<file path="src/rtl/sys_top_pkg.sv">
// Shared definitions for the UART command processor: command bytes,
// ALU function codes and the state encodings of every FSM in the block.
package sys_top_pkg;

    // Leading command bytes recognised in IDLE
    localparam logic [7:0] CMD_WR  = 8'hAA;
    localparam logic [7:0] CMD_RD  = 8'hBB;
    localparam logic [7:0] CMD_OP  = 8'hCC;
    localparam logic [7:0] CMD_NOP = 8'hDD;

    // ALU function codes, taken from the low nibble of the function byte
    typedef enum logic [3:0] {
        ALU_ADD   = 4'h0,
        ALU_SUB   = 4'h1,
        ALU_MUL   = 4'h2,
        ALU_DIV   = 4'h3,
        ALU_AND   = 4'h4,
        ALU_OR    = 4'h5,
        ALU_NAND  = 4'h6,
        ALU_NOR   = 4'h7,
        ALU_XOR   = 4'h8,
        ALU_NOTA  = 4'h9,
        ALU_XNOR  = 4'hA,
        ALU_EQ    = 4'hB,
        ALU_GT    = 4'hC,
        ALU_SHR   = 4'hD,
        ALU_SHL   = 4'hE,
        ALU_PASSA = 4'hF
    } alu_fun_t;

    // Command FSM
    typedef enum logic [3:0] {
        IDLE, WR_ADDR, WR_DATA, RD_ADDR, OP_A, OP_B, OP_FUN, NOP_FUN, EXEC, SEND
    } cmd_state_t;

    // UART receiver / transmitter
    typedef enum logic [1:0] {RX_IDLE, RX_START, RX_DATA, RX_STOP} rx_state_t;
    typedef enum logic [1:0] {TX_IDLE, TX_START, TX_DATA, TX_STOP} tx_state_t;

endpackage

</file>
<file path="src/rtl/sys_top_if.sv">
// Byte-level handshake between the command logic (master) and the UART
// core (slave): received bytes flow up, bytes to transmit flow down.
interface sys_top_if #(
    parameter int DATA_WIDTH = 8
);
    logic                  rx_valid;
    logic [DATA_WIDTH-1:0] rx_data;
    logic                  tx_load;
    logic [DATA_WIDTH-1:0] tx_data;
    logic                  tx_busy;

    modport master (input rx_valid, rx_data, tx_busy, output tx_load, tx_data);
    modport slave  (output rx_valid, rx_data, tx_busy, input tx_load, tx_data);
endinterface

</file>
<file path="src/rtl/sys_top_uart_core.sv">
// 8N1 UART receiver and transmitter sharing one bit period. The receiver
// synchronises the line, rejects start glitches and drops framing errors;
// the transmitter holds a busy flag for the whole frame.
module uart_core #(
    parameter int DATA_WIDTH   = 8,
    parameter int CLKS_PER_BIT = 217
) (
    input  logic      clk,
    input  logic      rst,
    input  logic      rx_in,
    output logic      tx_out,
    sys_top_if.slave  bus
);
    import sys_top_pkg::*;

    localparam int CNT_W = $clog2(CLKS_PER_BIT + 1);
    localparam int BIT_W = $clog2(DATA_WIDTH);
    localparam int HALF  = CLKS_PER_BIT / 2;

    // ---------------- receiver ----------------
    rx_state_t             rx_state, rx_state_nxt;
    logic                  rx_meta, rx_sync, rx_prev;
    logic [CNT_W-1:0]      rx_cnt;
    logic [BIT_W-1:0]      rx_bit;
    logic [DATA_WIDTH-1:0] rx_shreg, rx_data_q;
    logic                  rx_valid_q;
    logic                  rx_tick, rx_half, rx_fall;

    assign rx_tick = (rx_cnt == CNT_W'(CLKS_PER_BIT - 1));
    assign rx_half = (rx_cnt == CNT_W'(HALF - 1));
    assign rx_fall = rx_prev & ~rx_sync;

    // Two-flop synchroniser plus an edge-detect flop; idle level is high
    always_ff @(posedge clk) begin
        if (rst) begin
            rx_meta <= 1'b1;
            rx_sync <= 1'b1;
            rx_prev <= 1'b1;
        end else begin
            rx_meta <= rx_in;
            rx_sync <= rx_meta;
            rx_prev <= rx_sync;
        end
    end

    // Receiver state register
    always_ff @(posedge clk) begin
        if (rst) rx_state <= RX_IDLE;
        else     rx_state <= rx_state_nxt;
    end

    // Receiver next state: a start bit still high at mid-bit is a glitch
    always_comb begin
        rx_state_nxt = rx_state;
        case (rx_state)
            RX_IDLE:  if (rx_fall) rx_state_nxt = RX_START;
            RX_START: if (rx_half) rx_state_nxt = rx_sync ? RX_IDLE : RX_DATA;
            RX_DATA:  if (rx_tick && rx_bit == BIT_W'(DATA_WIDTH - 1)) rx_state_nxt = RX_STOP;
            RX_STOP:  if (rx_tick) rx_state_nxt = RX_IDLE;
            default:  rx_state_nxt = RX_IDLE;
        endcase
    end

    // Receiver datapath: bit-centre sampling, LSB first, one-cycle valid
    always_ff @(posedge clk) begin
        if (rst) begin
            rx_cnt     <= '0;
            rx_bit     <= '0;
            rx_shreg   <= '0;
            rx_data_q  <= '0;
            rx_valid_q <= 1'b0;
        end else begin
            rx_valid_q <= 1'b0;
            case (rx_state)
                RX_IDLE: begin
                    rx_cnt <= '0;
                    rx_bit <= '0;
                end
                RX_START: rx_cnt <= rx_half ? '0 : rx_cnt + CNT_W'(1);
                RX_DATA: begin
                    if (rx_tick) begin
                        rx_cnt   <= '0;
                        rx_shreg <= {rx_sync, rx_shreg[DATA_WIDTH-1:1]};
                        rx_bit   <= rx_bit + BIT_W'(1);
                    end else begin
                        rx_cnt <= rx_cnt + CNT_W'(1);
                    end
                end
                RX_STOP: begin
                    rx_cnt <= rx_tick ? '0 : rx_cnt + CNT_W'(1);
                    if (rx_tick && rx_sync) begin
                        rx_valid_q <= 1'b1;
                        rx_data_q  <= rx_shreg;
                    end
                end
                default: rx_cnt <= '0;
            endcase
        end
    end

    assign bus.rx_valid = rx_valid_q;
    assign bus.rx_data  = rx_data_q;

    // ---------------- transmitter ----------------
    tx_state_t             tx_state, tx_state_nxt;
    logic [CNT_W-1:0]      tx_cnt;
    logic [BIT_W-1:0]      tx_bit;
    logic [DATA_WIDTH-1:0] tx_shreg;
    logic                  tx_tick;

    assign tx_tick     = (tx_cnt == CNT_W'(CLKS_PER_BIT - 1));
    assign bus.tx_busy = (tx_state != TX_IDLE);

    // Transmitter state register
    always_ff @(posedge clk) begin
        if (rst) tx_state <= TX_IDLE;
        else     tx_state <= tx_state_nxt;
    end

    // Transmitter next state; loads are only accepted while idle
    always_comb begin
        tx_state_nxt = tx_state;
        case (tx_state)
            TX_IDLE:  if (bus.tx_load) tx_state_nxt = TX_START;
            TX_START: if (tx_tick) tx_state_nxt = TX_DATA;
            TX_DATA:  if (tx_tick && tx_bit == BIT_W'(DATA_WIDTH - 1)) tx_state_nxt = TX_STOP;
            TX_STOP:  if (tx_tick) tx_state_nxt = TX_IDLE;
            default:  tx_state_nxt = TX_IDLE;
        endcase
    end

    // Transmitter datapath; the line is registered so it never glitches
    always_ff @(posedge clk) begin
        if (rst) begin
            tx_cnt   <= '0;
            tx_bit   <= '0;
            tx_shreg <= '0;
            tx_out   <= 1'b1;
        end else begin
            case (tx_state)
                TX_IDLE: begin
                    tx_cnt <= '0;
                    tx_bit <= '0;
                    if (bus.tx_load) begin
                        tx_shreg <= bus.tx_data;
                        tx_out   <= 1'b0;
                    end else begin
                        tx_out <= 1'b1;
                    end
                end
                TX_START: begin
                    if (tx_tick) begin
                        tx_cnt   <= '0;
                        tx_out   <= tx_shreg[0];
                        tx_shreg <= tx_shreg >> 1;
                    end else begin
                        tx_cnt <= tx_cnt + CNT_W'(1);
                    end
                end
                TX_DATA: begin
                    if (tx_tick) begin
                        tx_cnt <= '0;
                        if (tx_bit == BIT_W'(DATA_WIDTH - 1)) begin
                            tx_out <= 1'b1;
                        end else begin
                            tx_out   <= tx_shreg[0];
                            tx_shreg <= tx_shreg >> 1;
                            tx_bit   <= tx_bit + BIT_W'(1);
                        end
                    end else begin
                        tx_cnt <= tx_cnt + CNT_W'(1);
                    end
                end
                TX_STOP: begin
                    tx_out <= 1'b1;
                    tx_cnt <= tx_tick ? '0 : tx_cnt + CNT_W'(1);
                end
                default: tx_out <= 1'b1;
            endcase
        end
    end

endmodule

</file>
<file path="src/rtl/sys_top.sv">
// UART-controlled register file and ALU. Commands arrive as byte
// sequences on RX_IN; reads and ALU results are returned on TX_OUT.
module sys_top #(
    parameter int DATA_WIDTH   = 8,
    parameter int ADDR_WIDTH   = 4,
    parameter int CLKS_PER_BIT = 217
) (
    input  logic Ref_clk,
    input  logic RST,
    input  logic RX_IN,
    output logic TX_OUT
);
    import sys_top_pkg::*;

    localparam int RF_DEPTH = 1 << ADDR_WIDTH;

    sys_top_if #(.DATA_WIDTH(DATA_WIDTH)) u_bus ();

    uart_core #(
        .DATA_WIDTH  (DATA_WIDTH),
        .CLKS_PER_BIT(CLKS_PER_BIT)
    ) u_uart (
        .clk   (Ref_clk),
        .rst   (RST),
        .rx_in (RX_IN),
        .tx_out(TX_OUT),
        .bus   (u_bus)
    );

    cmd_state_t            state, state_nxt;
    logic [DATA_WIDTH-1:0] rf [RF_DEPTH];
    logic [ADDR_WIDTH-1:0] wr_addr;
    alu_fun_t              fun_q;
    logic [DATA_WIDTH-1:0] op_a, op_b, alu_res;
    logic                  byte_in;
    logic [DATA_WIDTH-1:0] rx_byte;
    logic [ADDR_WIDTH-1:0] rx_addr;
    logic                  tx_load;
    logic [DATA_WIDTH-1:0] tx_data;

    assign byte_in       = u_bus.rx_valid;
    assign rx_byte       = u_bus.rx_data;
    assign rx_addr       = rx_byte[ADDR_WIDTH-1:0];
    assign op_a          = rf[0];
    assign op_b          = rf[1];
    assign u_bus.tx_load = tx_load;
    assign u_bus.tx_data = tx_data;

    // Command FSM state register
    always_ff @(posedge Ref_clk) begin
        if (RST) state <= IDLE;
        else     state <= state_nxt;
    end

    // Command decode; bytes arriving while in SEND are simply not looked at
    always_comb begin
        state_nxt = state;
        tx_load   = 1'b0;
        tx_data   = alu_res;
        case (state)
            IDLE: begin
                if (byte_in) begin
                    if      (rx_byte == DATA_WIDTH'(CMD_WR))  state_nxt = WR_ADDR;
                    else if (rx_byte == DATA_WIDTH'(CMD_RD))  state_nxt = RD_ADDR;
                    else if (rx_byte == DATA_WIDTH'(CMD_OP))  state_nxt = OP_A;
                    else if (rx_byte == DATA_WIDTH'(CMD_NOP)) state_nxt = NOP_FUN;
                end
            end
            WR_ADDR: if (byte_in) state_nxt = WR_DATA;
            WR_DATA: if (byte_in) state_nxt = IDLE;
            RD_ADDR: begin
                if (byte_in) begin
                    tx_load   = 1'b1;
                    tx_data   = rf[rx_addr];
                    state_nxt = SEND;
                end
            end
            OP_A:    if (byte_in) state_nxt = OP_B;
            OP_B:    if (byte_in) state_nxt = OP_FUN;
            OP_FUN:  if (byte_in) state_nxt = EXEC;
            NOP_FUN: if (byte_in) state_nxt = EXEC;
            EXEC: begin
                tx_load   = 1'b1;
                tx_data   = alu_res;
                state_nxt = SEND;
            end
            SEND:    if (!u_bus.tx_busy) state_nxt = IDLE;
            default: state_nxt = IDLE;
        endcase
    end

    // Register file writes and latched address/function operands
    always_ff @(posedge Ref_clk) begin
        if (RST) begin
            for (int i = 0; i < RF_DEPTH; i++) rf[i] <= '0;
            wr_addr <= '0;
            fun_q   <= ALU_ADD;
        end else if (byte_in) begin
            case (state)
                WR_ADDR: wr_addr <= rx_addr;
                WR_DATA: rf[wr_addr] <= rx_byte;
                OP_A:    rf[0] <= rx_byte;
                OP_B:    rf[1] <= rx_byte;
                OP_FUN,
                NOP_FUN: fun_q <= alu_fun_t'(rx_byte[3:0]);
                default: ;
            endcase
        end
    end

    // ALU on RF[0]/RF[1]; all results truncated to the data width
    always_comb begin
        alu_res = '0;
        case (fun_q)
            ALU_ADD:   alu_res = op_a + op_b;
            ALU_SUB:   alu_res = op_a - op_b;
            ALU_MUL:   alu_res = op_a * op_b;
            ALU_DIV:   alu_res = (op_b == '0) ? '0 : op_a / op_b;
            ALU_AND:   alu_res = op_a & op_b;
            ALU_OR:    alu_res = op_a | op_b;
            ALU_NAND:  alu_res = ~(op_a & op_b);
            ALU_NOR:   alu_res = ~(op_a | op_b);
            ALU_XOR:   alu_res = op_a ^ op_b;
            ALU_NOTA:  alu_res = ~op_a;
            ALU_XNOR:  alu_res = ~(op_a ^ op_b);
            ALU_EQ:    alu_res = DATA_WIDTH'(op_a == op_b);
            ALU_GT:    alu_res = DATA_WIDTH'(op_a > op_b);
            ALU_SHR:   alu_res = op_a >> 1;
            ALU_SHL:   alu_res = op_a << 1;
            ALU_PASSA: alu_res = op_a;
            default:   alu_res = '0;
        endcase
    end

endmodule

</file>
<file path="config.mk">
export PLATFORM = sky130hd
export DESIGN_NAME = sys_top
export DESIGN_NICKNAME = d
export VERILOG_FILES = /design/src/rtl/sys_top_pkg.sv /design/src/rtl/sys_top_if.sv /design/src/rtl/sys_top_uart_core.sv /design/src/rtl/sys_top.sv
export SDC_FILE = /design/constraint.sdc
export NUM_CORES = 1
export LEC_CHECK = 0
export BUFFER_PORTS_ARGS = -buffer_cell sky130_fd_sc_hd__buf_4
export CAP_MARGIN = 20
export CORE_MARGIN = 10
export CORE_UTILIZATION = 30
export CTS_BUF_LIST = sky130_fd_sc_hd__clkbuf_8 sky130_fd_sc_hd__clkbuf_16
export DETAILED_ROUTE_END_ITERATION = 6
export PLACE_DENSITY_LB_ADDON = 0.05
export SYNTH_ARGS = -nofsm -noshare
export SYNTH_HDL_FRONTEND = slang
export SYNTH_SLANG_ARGS = --single-unit
</file>
<file path="constraint.sdc">
create_clock -name Ref_clk -period 26 [get_ports Ref_clk]
set_input_delay 1.3 -clock Ref_clk [delete_from_list [all_inputs] [get_ports Ref_clk]]
set_output_delay 1.3 -clock Ref_clk [all_outputs]
set_load 0.02 [all_outputs]
</file>
Word level (Yosys, flattened, before mapping)
Memories as Yosys holds them, arrays and structs flattened. A register that Yosys moved wholly into a read port is not among the register bits.
Index checks and enable logic that the tools add are counted.
{"block": "totals", "ff_bits": 67, "ramBits": 128, "in_bits": 3, "output_inout_bits": 1, "word_cells": 199, "memories": 1}
{"block": "op_classes", "n_addsub": 6, "n_mul": 1, "n_div": 1, "n_lt_le_gt_ge": 1, "n_eq_ne": 60, "mux": 72, "bitwise": 12, "reduce_logical": 28}
{"memory": "rf", "words": 16, "word_bits": 8, "read_ports": 3, "rd_clocked_by_memory_dff": 1, "write_ports": 16, "line": "sys_top.sv:31", "rtl": "logic [DATA_WIDTH-1:0] rf [RF_DEPTH];"}
{"op": "one-hot mux 8 bit (16 select lines)", "count": 1}
{"op": "two-way mux 8 bit", "count": 13}
{"op": "two-way mux 4 bit", "count": 15}
{"op": "== test 8 bit (second input constant)", "count": 6}
{"op": "one-hot mux 8 bit (3 select lines)", "count": 2}
{"op": "== test 4 bit (second input constant)", "count": 10}
{"op": "one-hot mux 4 bit (9 select lines)", "count": 1}
{"op": "== test 4 x 3 -> 1 bit (second input constant)", "count": 8}
{"op": "!= test 2 x 1 -> 1 bit (second input constant)", "count": 16}
{"op": "NOT 8 bit", "count": 4}
{"op": "two-way mux 1 bit", "count": 21}
{"op": "two-way mux 2 bit", "count": 9}
{"op": "adder 8 x 1 -> 8 bit (second input constant)", "count": 2}
{"op": "== test 4 x 2 -> 1 bit (second input constant)", "count": 4}
{"op": "one-hot mux 2 bit (4 select lines)", "count": 2}
{"op": "one-hot mux 8 bit (2 select lines)", "count": 1}
{"op": "one-hot mux 3 bit (2 select lines)", "count": 2}
{"op": "AND reduction 2 bit", "count": 6}
{"op": "two-way mux 3 bit", "count": 3}
{"op": "AND reduction 9 bit", "count": 1}
{"op": "adder 8 bit", "count": 1}
{"op": "AND 8 bit", "count": 1}
{"op": "divider 8 x 8 -> 8 bit", "count": 1}
{"op": "== test 2 bit (second input constant)", "count": 4}
{"op": "other kinds (30)", "count": 47}

Longest topological paths before layout
Gate-level depths: netlist of run 1.
{"block": "depth", "depth_word": 7, "mapped_depth": 53, "mapped_depth_nobuf": 51}

Cells and area by module
A second synthesis of run 1 with hierarchy kept.
{"block": "hier_totals", "hier_cells": 1306, "area_unflattened_um2": 13286.5}
{"module": "sys_top", "instances": 1, "cells_each": 1045, "area_each_um2": 10777.8, "seq_area_each_um2": 4083.9}
{"module": "uart_core", "instances": 1, "cells_each": 261, "area_each_um2": 2508.7, "seq_area_each_um2": 1101.1}

Worst setup path before layout of run 1
No wires, ideal clock.
{"block": "synth_timing", "path_type": "reg-to-reg", "from": "mem rf[1][6]", "to": "reg u_uart.tx_shreg[0]", "setup_ps": 128, "arrival_time_ps": 10750, "required_time_ps": 25872, "setup_slack_ps": 15121, "path_stages_with_launch": 52, "path_buffers": 2, "period_less_slack_ps": 10879, "cell_sequence": "edfxtp_1 > nor3_1 > nand2_1 > nor2_1 > a21oi_1 > a21oi_1 > ha_1 > o21a_1 > nor2_1 > a21oi_1 > o22a_1 > ha_1 > a21oi_1 > a2111oi_4 > inv_1 > a31oi_1 > inv_1 > ha_1 > (+16 left out) > o21a_1 > ha_1 > o21ai_0 > nand2b_1 > o31ai_1 > or3b_2 > a21oi_1 > clkbuf_1 > nor2_1 > a221oi_1 > ha_1 > a211o_1 > a31oi_1 > o31ai_1 > o211ai_1 > a31oi_1 > a211oi_1 > nor3_1"}
{"element": "from (decl)", "line": "sys_top.sv:31"}
{"element": "to (signal assigned)", "line": "sys_top_uart_core.sv:145", "rtl": "tx_shreg <= bus.tx_data;"}
{"element": "to (signal assigned)", "line": "sys_top_uart_core.sv:155", "rtl": "tx_shreg <= tx_shreg >> 1;"}
{"element": "to (signal assigned)", "line": "sys_top_uart_core.sv:167", "rtl": "tx_shreg <= tx_shreg >> 1;"}
{"element": "to (decl)", "line": "sys_top_uart_core.sv:108", "rtl": "logic [DATA_WIDTH-1:0] tx_shreg;"}

==> metrics.txt, run 1 <==
Startpoint Class flop; Slowest-stage cell, CP a21oi_1; RSZ-0062 raised after global routing false; sequential fraction of the synthesis area 39.8%; Mapped Nets 1412; Synth area leaders edfxtp_1 29%, dfxtp_1 11%, ha_1 8.7%, mux4_2 5.8%, and2_1 5.3%; top post-synthesis cells by count 134 x nor2_1, 128 x edfxtp_1, 113 x and2_1; required time of the critical path 26350 ps; minimum clock period roughly 13000 ps; vias in the first global route 9618; max-cap violations 0; Nets 1380; VDD IR max approximately 0.054 mV; Combinational Power Share 17.8%; Die X 230 um; Ys Warns 0; CP endpoint kind flop; status finished, final reports clean; Worst Tran Pin Value ~1200 ps; DRT Wirelength ~40000 um; most frequent cell after synthesis nor2_1; largest net degree at the start of global routing 60; DRT iter0 DRCs 562; initial antenna violation count 0; Inserted Clock Buffers 17; Synth cell types 73; Root Buffer clkbuf_16; switch share 27.8%; first-pass GRT wire length 61100 um; DRT antenna net count 0; Int Pwr 0.000540 W; PD cells 52.0 mW/mm^2; area of the die 0.0528 sq mm; Synth Flop Type edfxtp_1; critical path arrival 13310 ps; mapped cell area around 0.013 sq mm; Mapped Cells 1303; synthesized area per cell 10.1 sq um; CP max FO 13; Flop pwr share 47.2%; gr usage total 15.3%; drt first pass iters 5; post-cts gate resize count 0; wire length per cell between 20 and 25 um; LEAKAGE 5.27 nW; Vias 9532; Power, Total 0.000749 W; I/O pins 4; crit-path max cell delay 840 ps; Vias/cell 5.10; final period utilization about 50%; CTS tree built; Clk pwr share 34.9%; final setup fails 0; FP Rows 76; final HPWL from detailed placement 27500 um; Post-synth ARST share 0%; Chip Height 230 um; total negative slack 0 ps; placed insts 1837; ant diodes 0; Slew Limit Fails 0; clock latency on the worst-skew pair about 490 ps; Final Hold Vio Count 0; hold buffer count at cts 0; top cell type's share of synthesized area slightly below 30%; Finished Layout Cells 1868; Reg clk slew, reported paths 70 ps; H-tree level count 4; share of layout cells above drive strength 1 9.82%; worst clock skew 15.4 ps; post-synth top area cell edfxtp_1; Initial Util 30.5%; NetSw 0.000208 W; Bufs on Longest Clock Path 2; DRC 0; CTS Sinks slightly below 200; routability cong. 0.825; Rel. slew slack 17.7%; fmax 0.0771 GHz; Hold WC Path Type reg2reg; Area Growth Syn to Fin 8.99%; Post-synth EDFFs between 100 and 150; # Post-CTS Setup Buffers 0; kind of critical path reg2reg; cell repeated most along the worst path ha_1; GR Overflow Total 0; Synth Register Bits 199; number of I/O port buffers 3; Core ar. ~0.043 sq mm
[through the flow]
step / utilization [%] / hold WS (ps) / worst slack, ps / instance area [sq um]
final: 33.2 / 427 / 13030 / 14400
after global routing: 33.2 / 445 / 11900 / 14400
after CTS: 33.2 / 434 / 13130 / 14400
after detailed placement: 31.9 / 399 / 13170 / 13900
after global placement: 31.9 / 408 / 13490 / 13900
after floorplan: - / 389 / 15120 / 13200
[critical path, delay by kind of cell, from the launching register on]
kind,cells,cell delay [ps]
muxes,2,610
and+or+nand+nor,11,3250
adders and majority gates,7,2190
buffers and inverters,4,460
AOI/OAI and AO/OA,26,5780
DFF,1,530
[layout by cell type (no fill, tap or decap), types with 7 or more instances in the layout]
cell / instances
o21ai_0: 33
and3_1: 8
a31oi_1: 9
mux4_2: 34
buf_4: 23
clkbuf_16: 17
nand2_1: 58
a211oi_1: 14
nor2b_1: 36
o22ai_1: 9
fa_1: 14
or3_1: 10
o21a_1: 14
mux2i_1: 44
ha_1: 92
a21oi_1: 53
xor2_1: 15
and2_1: 113
o211ai_1: 13
dfxtp_1: 70
nor3b_1: 7
inv_1: 66
o31ai_1: 9
nand3_1: 27
mux2_2: 12
a221oi_1: 7
or2_2: 22
nor2_1: 134
edfxtp_1: 128
nand2b_1: 22
xnor2_1: 37
a22oi_1: 9
nor3_1: 25
[power by group through the flow]
stage / combinational (W) / sequential (W) / clock (W)
floorplan: 0.000100 / 0.000359 / 0
global placement: 0.000134 / 0.000361 / 0
detailed placement: 0.000134 / 0.000361 / 0
CTS: 0.000135 / 0.000354 / 0.000271
global route: 0.000152 / 0.000355 / 0.000281
finish: 0.000134 / 0.000354 / 0.000261
[cell families (layout without fill, tap and decap cells)]
| kind of cell | after synthesis | in the layout | share of synthesized area, % |
|---|---|---|---|
| buffers and inverters | 135 | 115 | 3.87 |
| AND/OR/NAND/NOR | 495 | 495 | 19.8 |
| flip-flops | 199 | 199 | 39.8 |
| XOR/XNOR | 54 | 54 | 3.79 |
| AO/OA/AOI/OAI | 223 | 223 | 11.7 |
| adder cells (fa/ha/maj) | 106 | 106 | 10.8 |
| multiplexers | 91 | 91 | 10.3 |
[final cells by class]
type	instances	area, sq um
fill	4457	29000
tap	585	732
multi-input combinational	969	7450
inverter	61	229
sequential	199	5270
clock inverter	11	83.8
clock buffer	20	467
timing repair buffer	23	173
[registers in the layout (all words and copies together) (netlist names), 8 cells and up, named ones only]
name and count:
u_uart.tx_cnt 8, u_uart.bus.rx_data 8, rf 128, u_uart.tx_shreg 8, u_uart.rx_cnt 8, u_uart.rx_shreg 8
[path summary, 6_finish.rpt]
check / start / to / slack (ps) / cells after the start
worst min register to register: u_uart.rx_meta$_SDFF_PP1_ / u_uart.rx_sync$_SDFF_PP1_ / 430 / 1
worst min-delay path: u_uart.rx_meta$_SDFF_PP1_ / u_uart.rx_sync$_SDFF_PP1_ / 430 / 1
worst max register to register: rf[1][6]$_DFFE_PP_ / u_uart.tx_shreg[0]$_SDFFE_PP0P_ / 13030 / 50
worst max-delay path: rf[1][6]$_DFFE_PP_ / u_uart.tx_shreg[0]$_SDFFE_PP0P_ / 13030 / 50
[routing by layer]
layer / GRT usage, % / wire length (um) / vias to the layer above
li1: - / - / 4632
met1: 19.7 / 18500 / 4707
met2: 25.3 / 19400 / 147
met3: 2.75 / 1260 / 46
met4: 5.39 / 922 / 0
met5: 0 / 0 / -
(Power assumes the default switching activity.)
==> run 2, diff against run 1 <==
Clock period 26 ns to 13.03 ns, I/O delays scaled along.
==> metrics.txt, run 2 (synthesized netlist as in run 1, its figures left out) <==
status finished, final reports clean; final worst setup slack 1200 ps; LEAKAGE 5.28 nW; DRT Wirelength around 40000 um; number of I/O port buffers 3; Die X between 200 and 250 um; PD cells 106 mW/mm^2; share of layout cells above drive strength 1 a little over a tenth; most frequent cells in the layout 134 x nor2_1, 128 x edfxtp_1, 113 x and2_1; minimum clock period approximately 12000 ps; I/O pins 4; DRT antenna net count 0; largest net degree at the start of global routing 65; max FFs per register 128; DRT iter0 DRCs 564; area of the die 0.0528 sq mm; routability cong. 0.814; FP Rows 76; final setup fails 0; Final Hold Vio Count 0; crit-path max cell delay 560 ps; CTS Sinks 199; Nets 1382; placed insts 1839; RSZ-0062 raised after global routing false; hold buffer count at cts 0; Area Growth Syn to Fin 9.53%; Reg-to-Reg Start rf[1][7]$_DFFE_PP_; Rel. slew slack 27.7%; Initial Util 30.5%; required time of the critical path 13370 ps; max-cap violations 0; Slew Limit Fails 0; Bufs on Longest Clock Path 2; pre-CTS WS 1040 ps; worst clock skew 14.8 ps; drt first pass iters 4; Hold WC Path Type in2reg; critical path arrival 12170 ps; total negative slack 0 ps; gr usage total between 15 and 20%; initial antenna violation count 2; final HPWL from detailed placement 28200 um; DRC 0; fmax 0.0845 GHz; fillers 4510; cell repeated most along the worst path ha_1; Reg clk slew, reported paths around 80 ps; ant diodes 0; CP max FO 13; Vias 9486; Finished Layout Cells 1871; CTS tree built; final period utilization 90.8%; GR Overflow Total 0; Startpoint Class flop; Inserted Clock Buffers 17; most common cell after layout, fill and taps aside nor2_1; vias in the first global route 9521; # Post-CTS Setup Buffers 0; H-tree level count 4; Root Buffer clkbuf_16; Slowest-stage cell, CP o41ai_4; CP Launch Point rf[1][7]$_DFFE_PP_; kind of critical path reg2reg; Vias/cell 5.07; clock latency on the worst-skew pair 490 ps; first-pass GRT wire length 62000 um; Largest Register rf; VDD IR max roughly 0.073 mV; hold_sp RX_IN; Worst Tran Pin Value 1070 ps; Chip Height 230 um; CP endpoint kind flop; wire length per cell about 22 um; Core ar. approximately 0.043 sq mm
run 2: cell types whose count changed in the layout (fill, tap and decap cells not counted), moves of 2 or more:
cell,delta
buf_4,+2
clkinv_4,+3
inv_8,+5
inv_1,-5
clkinv_8,+3
clkbuf_8,-3
inv_4,-2
run 2: worst paths after layout:
check	cells past startpoint	slack (ps)	end
setup reg to reg	51	1200	u_uart.tx_shreg[0]$_SDFFE_PP0P_
hold / removal	2	350	u_uart.rx_meta$_SDFF_PP1_
setup / recovery	51	1200	u_uart.tx_shreg[0]$_SDFFE_PP0P_
hold reg to reg	1	420	u_uart.rx_sync$_SDFF_PP1_
run 2: cell type report:
class	count	area, sq um	area share (%)
well taps	585	732	5.06
clock buffers	17	425	2.94
clock inverters	15	171	1.18
flip-flops and latches	199	5270	36.4
multi-input cells	969	7460	51.6
repair buffers	25	188	1.30
inverters	61	229	1.58
run 2: stage by stage:
stage | power (W) | utilization (%) | hold slack, ps | instance area (sq um)
2_1_floorplan | 0.000916 | - | 389 | 13200
3_3_place_gp | 0.000996 | 32.0 | 403 | 13900
3_5_place_dp | 0.000995 | 32.0 | 401 | 13900
4_1_cts | 0.00155 | 33.4 | 314 | 14500
5_1_grt | 0.00161 | 33.4 | 330 | 14500
6_report | 0.00153 | 33.4 | 346 | 14500
run 2: worst max-delay path, delay by kind of cell (launching register included):
family	cells	cell delay, ps
muxes	2	750
AOI/OAI and AO/OA	26	5430
DFF	1	540
and+or+nand+nor	11	2100
buffers and inverters	5	640
adders and majority gates	7	2200
run 2: routing by layer:
layer	GRT usage, %	wire length [um]
met2	26.2	20000
met3	2.77	1160
met5	0	13
met1	20.0	18600
met4	5.08	957
run 2: power breakdown:
part / internal (W) / total, W / switching [W]
combinational: 0.000113 / 0.000274 / 0.000161
clock: 0.000260 / 0.000554 / 0.000294
sequential: 0.000692 / 0.000705 / 0.0000135
run 2: what timing repair did:
item	CTS	global route
setup endpoints to repair	0	1
resized for setup	0	1
endpoints found under the hold margin	0	0
==> run 3, diff against run 2 <==
Settings changed: CELL_PAD_IN_SITES_DETAIL_PLACEMENT set to 0, CELL_PAD_IN_SITES_GLOBAL_PLACEMENT set to 2, SLEW_MARGIN set to 0.
Clock period 13.03 ns to 10.3 ns, I/O delays scaled along.
==> metrics.txt, run 3 (synthesized netlist as in run 1, its figures left out) <==
Inserted Clock Buffers 17; Nets 1469; initial antenna violation count 0; Slew Limit Fails 0; I/O pins 4; max FFs per register ~130; H-tree level count 4; VDD IR max 0.108 mV; Reg clk slew, reported paths 80 ps; PD cells 132 mW/mm^2; RSZ-0062 raised after global routing true; ant diodes 0; Slowest-stage cell, CP or4_4; gr usage total 15.5%; worst clock skew between 10 and 15 ps; pre-CTS WS -253 ps; Root Buffer clkbuf_16; Core ar. 0.0434 sq mm; GR Overflow Total 0; final setup fails 0; routability cong. 0.806; DRC 0; critical path arrival 10270 ps; clock latency on the worst-skew pair ~480 ps; Hold WC Path Type in2reg; final period utilization a little over nine tenths; kind of critical path reg2reg; Final Hold Vio Count 0; area of the die 0.0528 sq mm; max-cap violations 0; most frequent cells in the layout 131 x nor2_1, 128 x edfxtp_1, 113 x and2_1; share of layout cells above drive strength 1 18.6%; Largest Register rf; total negative slack 0 ps; Initial Util 30.5%; vias in the first global route between 9000 and 10000; first-pass GRT wire length 62300 um; fillers 4479; Startpoint Class flop; Chip Height 230 um; Vias roughly 9700; drt first pass iters 4; Area Growth Syn to Fin 16.5%; Bufs on Longest Clock Path 2; wire length per cell 20.8 um; fmax 0.101 GHz; most common cell after layout, fill and taps aside nor2_1; CTS Sinks 199; LEAKAGE 5.74 nW; hold buffer count at cts 0; post-layout util between 30 and 40%; DRT Wirelength 40700 um; DRT antenna net count 0; Vias/cell 4.96; minimum clock period 9940 ps; CP endpoint kind flop; crit-path max cell delay 560 ps; CTS tree built; number of I/O port buffers 3; status finished, final reports clean; DRT iter0 DRCs 517; final HPWL from detailed placement 29100 um; CP bufs+invs 5; final worst setup slack 361 ps; largest net degree at the start of global routing 60; Crit path max-delay family compound AO/OA/AOI/OAI gates; Die X about 230 um; Worst Tran Pin Value a little over 1000 ps; CP max FO 6; required time of the critical path 10630 ps; Rel. slew slack 30.5%; FP Rows 76
run 3: path summary, 6_finish.rpt:
path	startpoint	end	slack, ps	cells after the start
worst min register to register	u_uart.rx_meta$_SDFF_PP1_	u_uart.rx_sync$_SDFF_PP1_	420	1
worst min-delay path	RX_IN	u_uart.rx_meta$_SDFF_PP1_	230	2
worst max register to register	rf[1][7]$_DFFE_PP_	u_uart.tx_shreg[0]$_SDFFE_PP0P_	360	50
worst max-delay path	rf[1][7]$_DFFE_PP_	u_uart.tx_shreg[0]$_SDFFE_PP0P_	360	50
run 3: what timing repair did:
item / in CTS / in global routing
pin swaps: 12 / 29
endpoints found under the setup margin: 1 / 1
gates resized for setup: 11 / 38
endpoints found under the hold margin: 0 / 0
setup buffers: 4 / 9
run 3: metrics by stage:
step           hold slack [ps]  instance area, sq um  power [W]  instances
6_report                   227                 15400    0.00203       1958
4_1_cts                    192                 15100    0.00203       1949
3_5_place_dp               412                 14400    0.00131       1913
3_3_place_gp               394                 14400    0.00131       1913
5_1_grt                    204                 15400    0.00214       1958
2_1_floorplan              389                 13200    0.00116       1303
run 3: worst reg2reg max path: cells and delay by family (launching register included):
kind	cells	cell delay, ps
buffers and inverters	5	810
flip-flops	1	430
multiplexers	3	1040
AND/OR/NAND/NOR	11	2120
AO/OA/AOI/OAI	24	3550
adder cells (fa/ha/maj)	7	1840
run 3: per-layer routing:
layer	vias up	routed length (um)	share of wire, %	global-route usage [%]
met1	4756	19500	48	20.4
met4	0	837	2.1	4.81
li1	4811	-	-	-
met3	42	852	2.1	2.36
met2	99	19500	48	25.6
met5	-	0	0	0
run 3: area by class of cell:
| cell class | count | area, sq um | area share (%) |
|---|---|---|---|
| Timing Repair Buffer | 112 | 863 | 5.61 |
| Clock buffer | 17 | 425 | 2.76 |
| Inverter | 61 | 229 | 1.49 |
| Sequential cell | 199 | 5270 | 34.2 |
| Clock inverter | 15 | 179 | 1.16 |
| Multi-Input combinational cell | 969 | 7700 | 50.0 |
| Tap cell | 585 | 732 | 4.75 |
run 3: power by group:
group	total [W]	internal [W]	switching (W)	leakage, nW
combinational	0.000440	0.000211	0.000228	3.56
sequential	0.000893	0.000875	0.0000175	1.89
clock	0.000698	0.000348	0.000350	0.296
total	0.00203	0.00143	0.000596	5.74
